===== config.mk =====
export PLATFORM = sky130hd
export DESIGN_NAME = if_stage
export DESIGN_NICKNAME = d
export VERILOG_FILES = /design/src/rtl/if_stage_pkg.sv /design/src/rtl/if_stage_if_id_reg.sv /design/src/rtl/if_stage.sv
export SDC_FILE = /design/constraint.sdc
export NUM_CORES = 1
export LEC_CHECK = 0
export CAP_MARGIN = 20
export CORE_MARGIN = 3
export CORE_UTILIZATION = 50
export DETAILED_ROUTE_END_ITERATION = 8
export PLACE_DENSITY_LB_ADDON = 0.25
export SETUP_SLACK_MARGIN = 0.1
export SLEW_MARGIN = 20
export SYNTH_ARGS = -nofsm -noshare
export SYNTH_HDL_FRONTEND = slang
export SYNTH_HIERARCHICAL = 1
export SYNTH_SLANG_ARGS = --single-unit
export TNS_END_PERCENT = 20

===== constraint.sdc =====
create_clock -name clk -period 3.48 [get_ports clk]
set_input_delay 0.522 -clock clk [delete_from_list [all_inputs] [get_ports clk]]
set_output_delay 0.522 -clock clk [all_outputs]
set_load 0.02 [all_outputs]

===== src/rtl/if_stage_pkg.sv =====
// Shared fetch-stage definitions: FSM states, bubble encoding, default reset PC.
package if_stage_pkg;

    typedef enum logic [1:0] {
        FETCH = 2'd0,
        HOLD  = 2'd1,
        DRAIN = 2'd2
    } if_state_e;

    localparam logic [31:0] NOP              = 32'h0000_0000;
    localparam logic [31:0] DEFAULT_RESET_PC = 32'h0000_0000;

    // Instruction addresses are word aligned; drop the two LSBs.
    function automatic logic [31:0] pc_align(input logic [31:0] a);
        return a & ~32'h3;
    endfunction

endpackage


===== src/rtl/if_stage_if_id_reg.sv =====
// IF/ID pipeline register. Flush (bubble) beats load, load beats hold.
module if_id_reg
    import if_stage_pkg::*;
(
    input  logic        clk,
    input  logic        reset,
    input  logic        flush_i,
    input  logic        load_i,
    input  logic [31:0] instr_i,
    input  logic [31:0] pc4_i,
    output logic [31:0] instr_o,
    output logic [31:0] pc4_o,
    output logic        valid_o
);

    logic [31:0] instr_q;
    logic [31:0] pc4_q;
    logic        valid_q;

    // Bubble on reset/flush, capture on load, otherwise keep contents.
    always_ff @(posedge clk) begin
        if (reset || flush_i) begin
            instr_q <= NOP;
            pc4_q   <= 32'h0;
            valid_q <= 1'b0;
        end else if (load_i) begin
            instr_q <= instr_i;
            pc4_q   <= pc4_i;
            valid_q <= 1'b1;
        end
    end

    assign instr_o = instr_q;
    assign pc4_o   = pc4_q;
    assign valid_o = valid_q;

endmodule


===== src/rtl/if_stage.sv =====
// Instruction fetch: PC, memory request FSM, stall hold buffer, IF/ID feed.
module if_stage
    import if_stage_pkg::*;
#(
    parameter logic [31:0] RESET_PC = DEFAULT_RESET_PC
) (
    input  logic        clk,
    input  logic        reset,
    input  logic        stall_id,
    input  logic        redirect,
    input  logic [31:0] redirect_pc,
    output logic        imem_req,
    output logic [31:0] imem_addr,
    input  logic        imem_ack,
    input  logic [31:0] imem_rdata,
    output logic [31:0] instruction,
    output logic [31:0] pc_plus4,
    output logic        id_valid
);

    if_state_e   state_q, state_d;
    // pc_q is always the address on the bus; in DRAIN the redirect target
    // waits in tgt_q so the outstanding request keeps its address.
    logic [31:0] pc_q, pc_d;
    logic [31:0] tgt_q, tgt_d;
    logic [31:0] hb_instr_q, hb_instr_d;
    logic [31:0] hb_pc4_q, hb_pc4_d;
    logic        hb_vld_q, hb_vld_d;

    logic        flush, load;
    logic [31:0] ld_instr, ld_pc4;
    logic [31:0] pc_inc;

    assign pc_inc    = pc_q + 32'd4;
    assign imem_req  = (state_q != HOLD) && !reset;
    assign imem_addr = pc_q;

    // Next-state, PC, hold buffer and IF/ID controls; redirect dominates.
    always_comb begin
        state_d    = state_q;
        pc_d       = pc_q;
        tgt_d      = tgt_q;
        hb_instr_d = hb_instr_q;
        hb_pc4_d   = hb_pc4_q;
        hb_vld_d   = hb_vld_q;
        flush      = 1'b0;
        load       = 1'b0;
        ld_instr   = imem_rdata;
        ld_pc4     = pc_inc;
        unique case (state_q)
            FETCH: begin
                if (redirect) begin
                    flush    = 1'b1;
                    hb_vld_d = 1'b0;
                    if (imem_ack) begin
                        pc_d = pc_align(redirect_pc);
                    end else begin
                        tgt_d   = pc_align(redirect_pc);
                        state_d = DRAIN;
                    end
                end else if (imem_ack) begin
                    pc_d = pc_inc;
                    if (!stall_id || !id_valid) begin
                        load = 1'b1;
                    end else begin
                        hb_instr_d = imem_rdata;
                        hb_pc4_d   = pc_inc;
                        hb_vld_d   = 1'b1;
                        state_d    = HOLD;
                    end
                end else if (!stall_id) begin
                    flush = 1'b1;
                end
            end
            HOLD: begin
                if (redirect) begin
                    flush    = 1'b1;
                    hb_vld_d = 1'b0;
                    pc_d     = pc_align(redirect_pc);
                    state_d  = FETCH;
                end else if (!stall_id) begin
                    load     = hb_vld_q;
                    flush    = !hb_vld_q;
                    ld_instr = hb_instr_q;
                    ld_pc4   = hb_pc4_q;
                    hb_vld_d = 1'b0;
                    state_d  = FETCH;
                end
            end
            DRAIN: begin
                // IF/ID already holds a bubble; keep it one.
                flush = 1'b1;
                if (redirect) begin
                    tgt_d = pc_align(redirect_pc);
                    if (imem_ack) begin
                        pc_d    = pc_align(redirect_pc);
                        state_d = FETCH;
                    end
                end else if (imem_ack) begin
                    pc_d    = tgt_q;
                    state_d = FETCH;
                end
            end
            default: state_d = FETCH;
        endcase
    end

    // State, PC and hold buffer registers.
    always_ff @(posedge clk) begin
        if (reset) begin
            state_q    <= FETCH;
            pc_q       <= RESET_PC;
            tgt_q      <= RESET_PC;
            hb_instr_q <= NOP;
            hb_pc4_q   <= 32'h0;
            hb_vld_q   <= 1'b0;
        end else begin
            state_q    <= state_d;
            pc_q       <= pc_d;
            tgt_q      <= tgt_d;
            hb_instr_q <= hb_instr_d;
            hb_pc4_q   <= hb_pc4_d;
            hb_vld_q   <= hb_vld_d;
        end
    end

    if_id_reg u_if_id (
        .clk     (clk),
        .reset   (reset),
        .flush_i (flush),
        .load_i  (load),
        .instr_i (ld_instr),
        .pc4_i   (ld_pc4),
        .instr_o (instruction),
        .pc4_o   (pc_plus4),
        .valid_o (id_valid)
    );

endmodule

==> results.sh, run 1 <==
export IMPL_finalHoldViolCount=0
export IMPL_yosys_warnings=6
export IMPL_viasPerCell=5.76
export IMPL_critPathKind="flop to flop"
export IMPL_syn2layout_area_growth_pct=23.6
export IMPL_fin_crit_sh_pct=77.4
export IMPL_finalSetupViolations=0
export IMPL_async_flop_share_pct=0
export IMPL_max_stage_delay_ns=0.59
export IMPL_numPortBuffers=164
export IMPL_grt_usage_pct=26.4
export IMPL_cts_sinks=194
export IMPL_totalWireLength_um=28700
export IMPL_cpMaxStageDelayCell="nor4_1"
export IMPL_status="finished clean"
export IMPL_drc_errors=0
export IMPL_netlist_area_um2=9830
export IMPL_clk_pin_slew_worst_paths_ns=0.07
export IMPL_min_path_cells=2
export IMPL_die_x_um=146
export IMPL_synth_top_area_share_pct=39.5
export IMPL_cp_cell_sequence="ha_1, nand4_2, nor4_1, nand4_1, xor2_1, a21oi_1, mux2i_1, nor2_1"
export IMPL_p_sw_mw=1.84
export IMPL_cts_tree="yes"
export IMPL_dieArea_um2=21400
export IMPL_worst_slew_margin_rel_pct=34.3
export IMPL_ant_nets=0
export IMPL_cts_resized=0
export IMPL_cts_root_buffer="clkbuf_16"
export IMPL_p_total_mw=5.79
export IMPL_arrival_ns=3.01
export IMPL_nNetsFinal=1464
export IMPL_synth_cells=1284
export IMPL_worst_slew_pin_slew_ns=0.983
export IMPL_num_vias=9584
export IMPL_power_density_nw_per_um2=476
export IMPL_layout_common_cells="286 x nand2_1, 194 x dfxtp_1, 162 x clkdlybuf4s50_1"
export IMPL_synth_cell_types=69
export IMPL_ctsHoldBuffers=0
export IMPL_vdd_drop_max_v=0.000375
export IMPL_fmax_mhz=371
export IMPL_first_pass_iters=6
export IMPL_yosysTopAreaCell="dfxtp_1"
export IMPL_clock_path_buffers=2
export IMPL_synthTopCellsByArea="dfxtp_1 39%, nand2_1 11%, mux2i_1 8.3%"
export IMPL_grt_max_degree=92
export IMPL_drt_iter0_drc=1003
export IMPL_worstSetupStartpointType="flop"
export IMPL_reg2reg_depth=8
export IMPL_worstSkewPairLatency_ns=0.43
export IMPL_yosys_most_used_dff="dfxtp_1"
export IMPL_grt_pass1_vias=8920
export IMPL_worstPathRequired_ns=3.80
export IMPL_critPathMaxFanout=10
export IMPL_seqPwrFrac_pct=42.5
export IMPL_p_int_mw=3.94
export IMPL_power_share_combinational_pct=22.9
export IMPL_syn_num_nets=1358
export IMPL_skew_ns=0.00862
export IMPL_syn_area_per_cell_um2=7.66
export IMPL_layout_drive_gt1_share_pct=6.34
export IMPL_final_common_cell="nand2_1"
export IMPL_post_cts_buffers=0
export IMPL_synth_edf_count=0
export IMPL_grt_overflow=0
export IMPL_ys_seq_area_share_pct=39.5
export IMPL_cp_depth=8
export IMPL_place_hpwl_um=18700
export IMPL_hold_class="flop to flop"
export IMPL_fillers=1678
export IMPL_boundaryPins=167
export IMPL_power_frac_clock_pct=34.6
export IMPL_die_h_um=146
export IMPL_fin_setup_tns_ns=0
export IMPL_start_util_pct=51.7
export IMPL_place_gp_congestion=0.895
export IMPL_maxCapViolations=0
export IMPL_cp_top_family="simple AND/OR/NAND/NOR gates"
export IMPL_htree_levels=4
export IMPL_multi_input_area_um2=5410
export IMPL_rsz0062_at_grt="false"
export IMPL_grt_antenna_before_repair=0
export IMPL_period_needed_ns=2.69
export IMPL_grt_pass1_wl_um=46700
export IMPL_slew_violations=0
export IMPL_swShare_pct=31.8
export IMPL_regArea_um2=3880
export IMPL_crit_path_end_kind="flop"
export IMPL_ys_ff_latch=194
export IMPL_diodes=0
export IMPL_p_leak_nw=4.50
export IMPL_cts_buffers=17
export IMPL_path_buf_inv=0
export IMPL_wire_per_inst_um=17.3
export IMPL_core_um2=19000
export IMPL_rows=50
==> power groups by stage <==
stage               clock [mW]  sequential, mW  combinational, mW
finish                    2.01            2.46               1.32
global route              2.14            2.47               1.43
CTS                       2.03            2.45               1.31
detailed placement           0            2.51               1.30
global placement             0            2.50               1.28
floorplan                    0            2.52              0.804
==> registers in the layout (all words and copies together), names as in the netlist <==
register         count
u_if_id/valid_o      1
hb_pc4_q            32
hb_vld_q             1
u_if_id/instr_o     32
state_q              2
u_if_id/pc4_o       32
hb_instr_q          32
tgt_q               30
imem_addr           32
==> cell families (layout without fill, tap and decap cells) <==
group                    count (synthesis)  count (layout)  share of synthesized area, %
AND/OR/NAND/NOR                        540             540                          23.4
multiplexers                            86              86                          8.80
AO/OA/AOI/OAI                          313             313                          19.5
flip-flops                             194             194                          39.5
adder cells (fa/ha/maj)                  5               5                         0.636
buffers and inverters                  119             238                          5.76
XOR/XNOR                                27              27                          2.40
==> synth_stat cells (3+ instances only) <==
library cell	number
nor4_1	9
nand2b_1	3
nand3_1	24
dfxtp_1	194
a31o_2	3
a21oi_1	150
inv_1	13
buf_4	3
and3_1	8
mux2i_1	82
xnor2_1	11
a311oi_1	3
nor2_1	155
ha_1	5
a31oi_1	12
nor3_1	6
buf_2	14
nand4_1	11
a32oi_1	3
nand2_1	286
o22ai_1	7
buf_1	6
o211ai_1	3
nand3b_1	4
buf_6	12
o32ai_1	4
and2_1	8
a21o_1	5
mux2_2	4
xor2_1	16
clkbuf_1	70
a32o_1	3
o21ai_0	50
nor2b_1	9
or2_2	4
a22o_1	7
a22oi_1	17
a211oi_1	13
o31ai_1	3
a221o_1	6
==> per-stage QoR <==
step	hold slack, ns	cell area [um^2]	setup WS, ns	utilization, %	std cells
after floorplan	0.433	9830	1.05	-	1284
after global placement	0.440	11500	0.662	60.7	1630
after detailed placement	0.444	11500	0.632	60.7	1630
after CTS	0.454	12100	0.700	63.8	1662
after global routing	0.474	12200	0.592	63.9	1663
final	0.457	12200	0.787	63.9	1663
==> worst paths after layout <==
kind | slack (ns) | to | from
max | 0.79 | u_if_id/pc4_o[30] | imem_addr[3]
max reg2reg | 0.79 | u_if_id/pc4_o[30] | imem_addr[3]
min | 0.46 | hb_instr_q[11] | hb_instr_q[11]
min reg2reg | 0.46 | hb_instr_q[11] | hb_instr_q[11]
==> routing by layer <==
metal  up-vias  global-route usage (%)  wire [um]  share of wire (%)
met2       390                    41.4      13100                 46
met3        67                    5.74       2160                7.5
met5         -                       0          0                  0
li1       4634                       -          -                  -
met4         0                    11.0       1010                3.5
met1      4493                    35.5      12500                 43
==> tightest hold or removal path, cell delays in order, from the launching register on <==
cell and delay, ns:
dfxtp_1 0.31, nand2_1 0.05, a21oi_1 0.05
==> cell type report <==
cell class                      instances  area share (%)
Multi-Input combinational cell        971            44.5
Sequential cell                       194            32.0
Timing Repair Buffer                  193            15.5
Clock buffer                           20            3.84
Tap cell                              260            2.68
Clock inverter                         12            1.08
Inverter                               13           0.402
Note: power is estimated with default switching activity, not from simulation.
==> run 2, diff against run 1 <==
CORE_UTILIZATION = 49   (was 50)
clock period = 2.3 ns   (was 3.48 ns; I/O delays follow)
==> run 2 against run 1 <==
  * Global-route usage is 0.99 points higher
  * Die area is 2.0% higher
  * Worst hold slack worse by 0.16 ns
  * Maximum frequency is 23% higher
  * Flip-flop and latch count stayed put
  * Critical endpoint is now imem_addr[27]
  * Largest cell class unchanged
==> results.sh, run 2 (same netlist as run 1, synthesis figures left out) <==
export IMPL_cp_cell_sequence="inv_1, ha_2, inv_1, a221oi_1, a211o_1, o41ai_1, a22o_1"
export IMPL_worst_slew_pin_slew_ns=0.468
export IMPL_hold_class="input pin to flop"
export IMPL_cp_common_cell="inv_1"
export IMPL_cts_tree="yes"
export IMPL_arrival_ns=2.52
export IMPL_start_util_pct=50.2
export IMPL_grt_pass1_vias=9205
export IMPL_max_stage_delay_ns=0.44
export IMPL_rsz0062_at_grt="true"
export IMPL_clk_pin_slew_worst_paths_ns=0.08
export IMPL_finalHoldViolCount=0
export IMPL_place_gp_congestion=0.928
export IMPL_vdd_drop_max_v=0.000608
export IMPL_critPathMaxFanout=9
export IMPL_nNetsFinal=1526
export IMPL_power_density_nw_per_um2=713
export IMPL_maxCapViolations=0
export IMPL_path_buf_inv=2
export IMPL_place_hpwl_um=20500
export IMPL_num_vias=9891
export IMPL_grt_usage_pct=27.4
export IMPL_worst_slew_margin_rel_pct=68.8
export IMPL_die_x_um=148
export IMPL_crit_path_end_kind="flop"
export IMPL_power_frac_clock_pct=34.9
export IMPL_p_total_mw=9.20
export IMPL_swShare_pct=31.5
export IMPL_reg2reg_depth=7
export IMPL_cp_depth=7
export IMPL_cp_top_family="compound AO/OA/AOI/OAI gates"
export IMPL_clock_path_buffers=2
export IMPL_worstSetupStartpointType="flop"
export IMPL_drc_errors=0
export IMPL_core_um2=19600
export IMPL_cts_root_buffer="clkbuf_16"
export IMPL_finalCoreUtilization_pct=65.9
export IMPL_boundaryPins=167
export IMPL_min_path_cells=2
export IMPL_fillers=1657
export IMPL_dieArea_um2=21800
export IMPL_p_int_mw=6.31
export IMPL_grt_overflow=0
export IMPL_diodes=0
export IMPL_cpMaxStageDelayCell="ha_2"
export IMPL_wire_per_inst_um=17.6
export IMPL_worstSkewPairLatency_ns=0.44
export IMPL_fmax_mhz=455
export IMPL_layout_common_cells="285 x nand2_1, 186 x dfxtp_1, 161 x clkdlybuf4s50_1"
export IMPL_p_leak_nw=4.89
export IMPL_rows=51
export IMPL_worstPathRequired_ns=2.63
export IMPL_die_h_um=148
export IMPL_layout_drive_gt1_share_pct=11.7
export IMPL_post_cts_buffers=0
export IMPL_period_needed_ns=2.20
export IMPL_cts_buffers=17
export IMPL_fin_setup_tns_ns=0
export IMPL_drt_iter0_drc=738
export IMPL_final_common_cell="nand2_1"
export IMPL_grt_max_degree=53
export IMPL_power_share_combinational_pct=25.4
export IMPL_seqPwrFrac_pct=39.6
export IMPL_grt_pass1_wl_um=48600
export IMPL_status="finished clean"
export IMPL_totalWireLength_um=30400
export IMPL_htree_levels=4
export IMPL_p_sw_mw=2.90
export IMPL_numPortBuffers=164
export IMPL_critPathKind="flop to flop"
export IMPL_grt_antenna_before_repair=0
export IMPL_slew_violations=0
export IMPL_first_pass_iters=5
export IMPL_cts_sinks=194
export IMPL_skew_ns=0.0130
export IMPL_ant_nets=0
export IMPL_syn2layout_area_growth_pct=31.3
export IMPL_rrSetupSlack_ns=0.10
export IMPL_viasPerCell=5.72
export IMPL_fin_crit_sh_pct=95.5
export IMPL_finalSetupViolations=0
## run 2: cell count changes in the layout (fill, tap and decap cells not counted), moves of 7 or more
cell     change
dfxtp_1      -8
buf_12      +10
buf_4       +49
dfxtp_2      +7
## run 2: area by class of cell
class                           count  area [um^2]  share of cell area, %
Multi-Input combinational cell    971         5510                   42.6
Sequential cell                   194         3900                   30.2
Timing Repair Buffer              255         2490                   19.3
Clock buffer                       18          429                   3.32
Tap cell                          265          332                   2.57
Clock inverter                     14          215                   1.67
Inverter                           13         48.8                  0.378
## run 2: final timing paths
| kind | start | to |
|---|---|---|
| setup / recovery | state_q[1] | imem_addr[27] |
| hold / removal | reset | tgt_q[16] |
| setup reg to reg | state_q[1] | imem_addr[27] |
| hold reg to reg | hb_instr_q[25] | hb_instr_q[25] |
## run 2: what timing repair did
action / 4_1_cts / 5_1_grt
resized for setup: 1 / 27
pin swaps: 0 / 3
setup endpoints to repair: 6 / 67
hold buffers: 0 / 0
## run 2: routing by layer
layer	share of wire [%]	GRT usage [%]
met4	2.0	7.97
met2	49	45.8
met5	0	0
met1	43	36.8
met3	6.8	4.63
## run 2: per-stage QoR
| step | hold WS [ns] | std cells | setup slack (ns) | area (um^2) |
|---|---|---|---|---|
| floorplan | 0.433 | 1284 | 0.0565 | 9850 |
| global placement | 0.440 | 1698 | 0.0221 | 12200 |
| detailed placement | 0.446 | 1698 | 0.000589 | 12200 |
| CTS | 0.277 | 1730 | 0.0227 | 12800 |
| global route | 0.289 | 1730 | 0.0774 | 12900 |
| finish | 0.293 | 1730 | 0.104 | 12900 |
## run 2: power groups by stage
stage	clock [mW]	sequential [mW]	combinational (mW)
final	3.21	3.65	2.34
after global routing	3.42	3.66	2.52
after CTS	3.27	3.64	2.29
after detailed placement	0	3.71	2.28
after global placement	0	3.71	2.26
after floorplan	0	3.82	1.22
==> run 3, diff against run 2 <==
ABC_AREA = 1   (was unset)
CELL_PAD_IN_SITES_DETAIL_PLACEMENT = 1   (was unset)
CELL_PAD_IN_SITES_GLOBAL_PLACEMENT = 1   (was unset)
CORE_UTILIZATION = 40   (was 49)
DONT_BUFFER_PORTS = 1   (was unset)
==> run 3 against run 2 <==
  * Flip-flop and latch count unchanged
  * Final cell count increased by 16%
  * Worst hold slack got worse by 0.25 ns
  * Sequential power increased by 9.0%
  * Setup slack better by 0.065 ns
==> results.sh, run 3 <==
export IMPL_first_pass_iters=5
export IMPL_fin_crit_sh_pct=92.7
export IMPL_p_leak_nw=5.01
export IMPL_p_int_mw=6.34
export IMPL_viasPerCell=5.20
export IMPL_nNetsFinal=1744
export IMPL_yosys_warnings=6
export IMPL_worst_slew_margin_rel_pct=60.7
export IMPL_vdd_drop_max_v=0.000422
export IMPL_numPortBuffers=0
export IMPL_power_share_combinational_pct=29.8
export IMPL_fmax_mhz=469
export IMPL_rows=58
export IMPL_maxCapViolations=0
export IMPL_grt_pass1_wl_um=55300
export IMPL_worstSkewPairLatency_ns=0.45
export IMPL_synth_cells=1689
export IMPL_cp_top_family="flip-flops"
export IMPL_yosys_most_used_dff="dfxtp_1"
export IMPL_drt_iter0_drc=552
export IMPL_skew_ns=0.0182
export IMPL_synthTopCellsByArea="dfxtp_1 37%, nand2_1 20%, nor2_1 9.0%"
export IMPL_layout_drive_gt1_share_pct=8.32
export IMPL_grt_antenna_before_repair=0
export IMPL_path_buf_inv=2
export IMPL_worst_slew_pin_slew_ns=0.589
export IMPL_power_density_nw_per_um2=893
export IMPL_power_frac_clock_pct=31.7
export IMPL_boundaryPins=167
export IMPL_worstSetupStartpointType="flop"
export IMPL_arrival_ns=1.79
export IMPL_ys_ff_latch=194
export IMPL_diodes=0
export IMPL_clock_path_buffers=2
export IMPL_async_flop_share_pct=0
export IMPL_synth_edf_count=0
export IMPL_critPathMaxFanout=25
export IMPL_ant_nets=0
export IMPL_netlist_area_um2=10400
export IMPL_syn2layout_area_growth_pct=11.1
export IMPL_drc_errors=0
export IMPL_ys_seq_area_share_pct=37.2
export IMPL_slew_violations=0
export IMPL_p_total_mw=10.3
export IMPL_min_path_cells=2
export IMPL_syn_num_nets=1763
export IMPL_reg2reg_depth=13
export IMPL_syn_area_per_cell_um2=6.18
export IMPL_die_x_um=167
export IMPL_cts_buffers=17
export IMPL_grt_usage_pct=24.1
export IMPL_period_needed_ns=2.13
export IMPL_synth_cell_types=36
export IMPL_finalSetupViolations=0
export IMPL_cts_tree="yes"
export IMPL_grt_max_degree=66
export IMPL_crit_path_end_kind="output port"
export IMPL_place_gp_congestion=0.860
export IMPL_num_vias=10500
export IMPL_status="finished clean"
export IMPL_rsz0062_at_grt="true"
export IMPL_hold_class="input pin to flop"
export IMPL_cpMaxStageDelayCell="dfxtp_1"
export IMPL_synth_most_common_cell="nand2_1"
export IMPL_max_stage_delay_ns=0.41
export IMPL_cts_root_buffer="clkbuf_16"
export IMPL_cp_cell_sequence="inv_1, ha_1, buf_4, nor2_2"
export IMPL_swShare_pct=38.7
export IMPL_critPathKind="flop to output port"
export IMPL_start_util_pct=41.1
export IMPL_cp_depth=4
export IMPL_yosysTopAreaCell="dfxtp_1"
export IMPL_die_h_um=167
export IMPL_dieArea_um2=28000
export IMPL_place_hpwl_um=23900
export IMPL_grt_pass1_vias=10400
export IMPL_seqPwrFrac_pct=38.5
export IMPL_layout_common_cells="556 x nand2_1, 246 x nor2_1, 193 x dfxtp_1"
export IMPL_p_sw_mw=4.00
export IMPL_clk_pin_slew_worst_paths_ns=0.09
export IMPL_totalWireLength_um=34200
export IMPL_core_um2=25400
export IMPL_finalHoldViolCount=0
export IMPL_worstPathRequired_ns=1.96
export IMPL_fin_setup_tns_ns=0
export IMPL_synth_top_area_share_pct=37.2
export IMPL_wire_per_inst_um=17.0
export IMPL_cts_sinks=194
export IMPL_grt_overflow=0
export IMPL_htree_levels=4
export IMPL_synthTopCellsByCount="557 x nand2_1, 249 x nor2_1, 194 x dfxtp_1"
export IMPL_final_common_cell="nand2_1"
[run 3: cell types whose count changed in the layout (fill, tap and decap cells not counted), moves of 10 or more]
cell / before / now
a211oi_1: 13 / 1
a21oi_1: 149 / 125
a22oi_1: 17 / 2
a31oi_1: 12 / 26
buf_4: 76 / 53
clkdlybuf4s50_1: 161 / 0
inv_1: 13 / 171
mux2i_1: 82 / 0
nand2_1: 285 / 556
nand3_1: 24 / 46
nand4_1: 11 / 1
nor2_1: 154 / 246
o21ai_0: 49 / 137
[run 3: path summary, 6_finish.rpt]
check / start / endpoint / slack, ns
hold reg to reg: tgt_q[31] / tgt_q[31] / 0.47
setup / recovery: state_q[1] / imem_req / 0.17
hold / removal: redirect_pc[13] / tgt_q[13] / 0.04
setup reg to reg: imem_addr[12] / u_if_id/pc4_o[28] / 0.26
[run 3: area by class of cell]
class / instances / area (um^2)
Inverter: 178 / 668
Clock inverter: 15 / 215
Tap cell: 330 / 413
Clock buffer: 17 / 425
Multi-Input combinational cell: 1216 / 5410
Timing Repair Buffer: 63 / 572
Sequential cell: 194 / 3880
Fill cell: 3427 / 13800
[run 3: timing repair]
| action | CTS | global route |
|---|---|---|
| hold buffers | 1 | 0 |
| resized for setup | 1 | 7 |
| setup endpoints to repair | 1 | 125 |
| setup buffers | 0 | 5 |
| pin swaps | 0 | 1 |
| hold endpoints to repair | 31 | 0 |
[run 3: cell families after synthesis]
| family | count (synthesis) | share of synthesized area (%) |
|---|---|---|
| fa+ha+maj | 5 | 0.600 |
| xor+xnor | 15 | 1.55 |
| flops | 194 | 37.2 |
| compound gates | 306 | 15.5 |
| simple gates | 890 | 33.9 |
| buf+inv | 279 | 11.3 |
[run 3: per-layer routing]
metal  up-vias  GRT usage, %  wire length [um]
li1       5202             -                 -
met2       209          40.7             16000
met1      5010          30.9             15500
met4         0          6.33               576
met3        38          6.00              2130
met5         -             0                 0
[run 3: stage by stage]
step           cell area, um^2  cells  worst slack [ns]  utilization [%]  hold WS, ns
3_3_place_gp             10900   1975             0.257             42.8        0.429
5_1_grt                  11600   2013            0.0629             45.6       0.0358
2_1_floorplan            10400   1689             0.397                -        0.424
3_5_place_dp             10900   1975             0.179             42.8        0.433
6_report                 11600   2013             0.169             45.6       0.0381
4_1_cts                  11500   2008             0.146             45.4       0.0275
[run 3: power by group through the flow]
| stage | clock, mW | combinational, mW | sequential [mW] |
|---|---|---|---|
| floorplan | 0 | 1.90 | 4.19 |
| global placement | 0 | 2.93 | 4.04 |
| detailed placement | 0 | 3.00 | 4.05 |
| CTS | 3.35 | 3.04 | 3.98 |
| global route | 3.47 | 3.47 | 4.02 |
| finish | 3.27 | 3.09 | 3.98 |
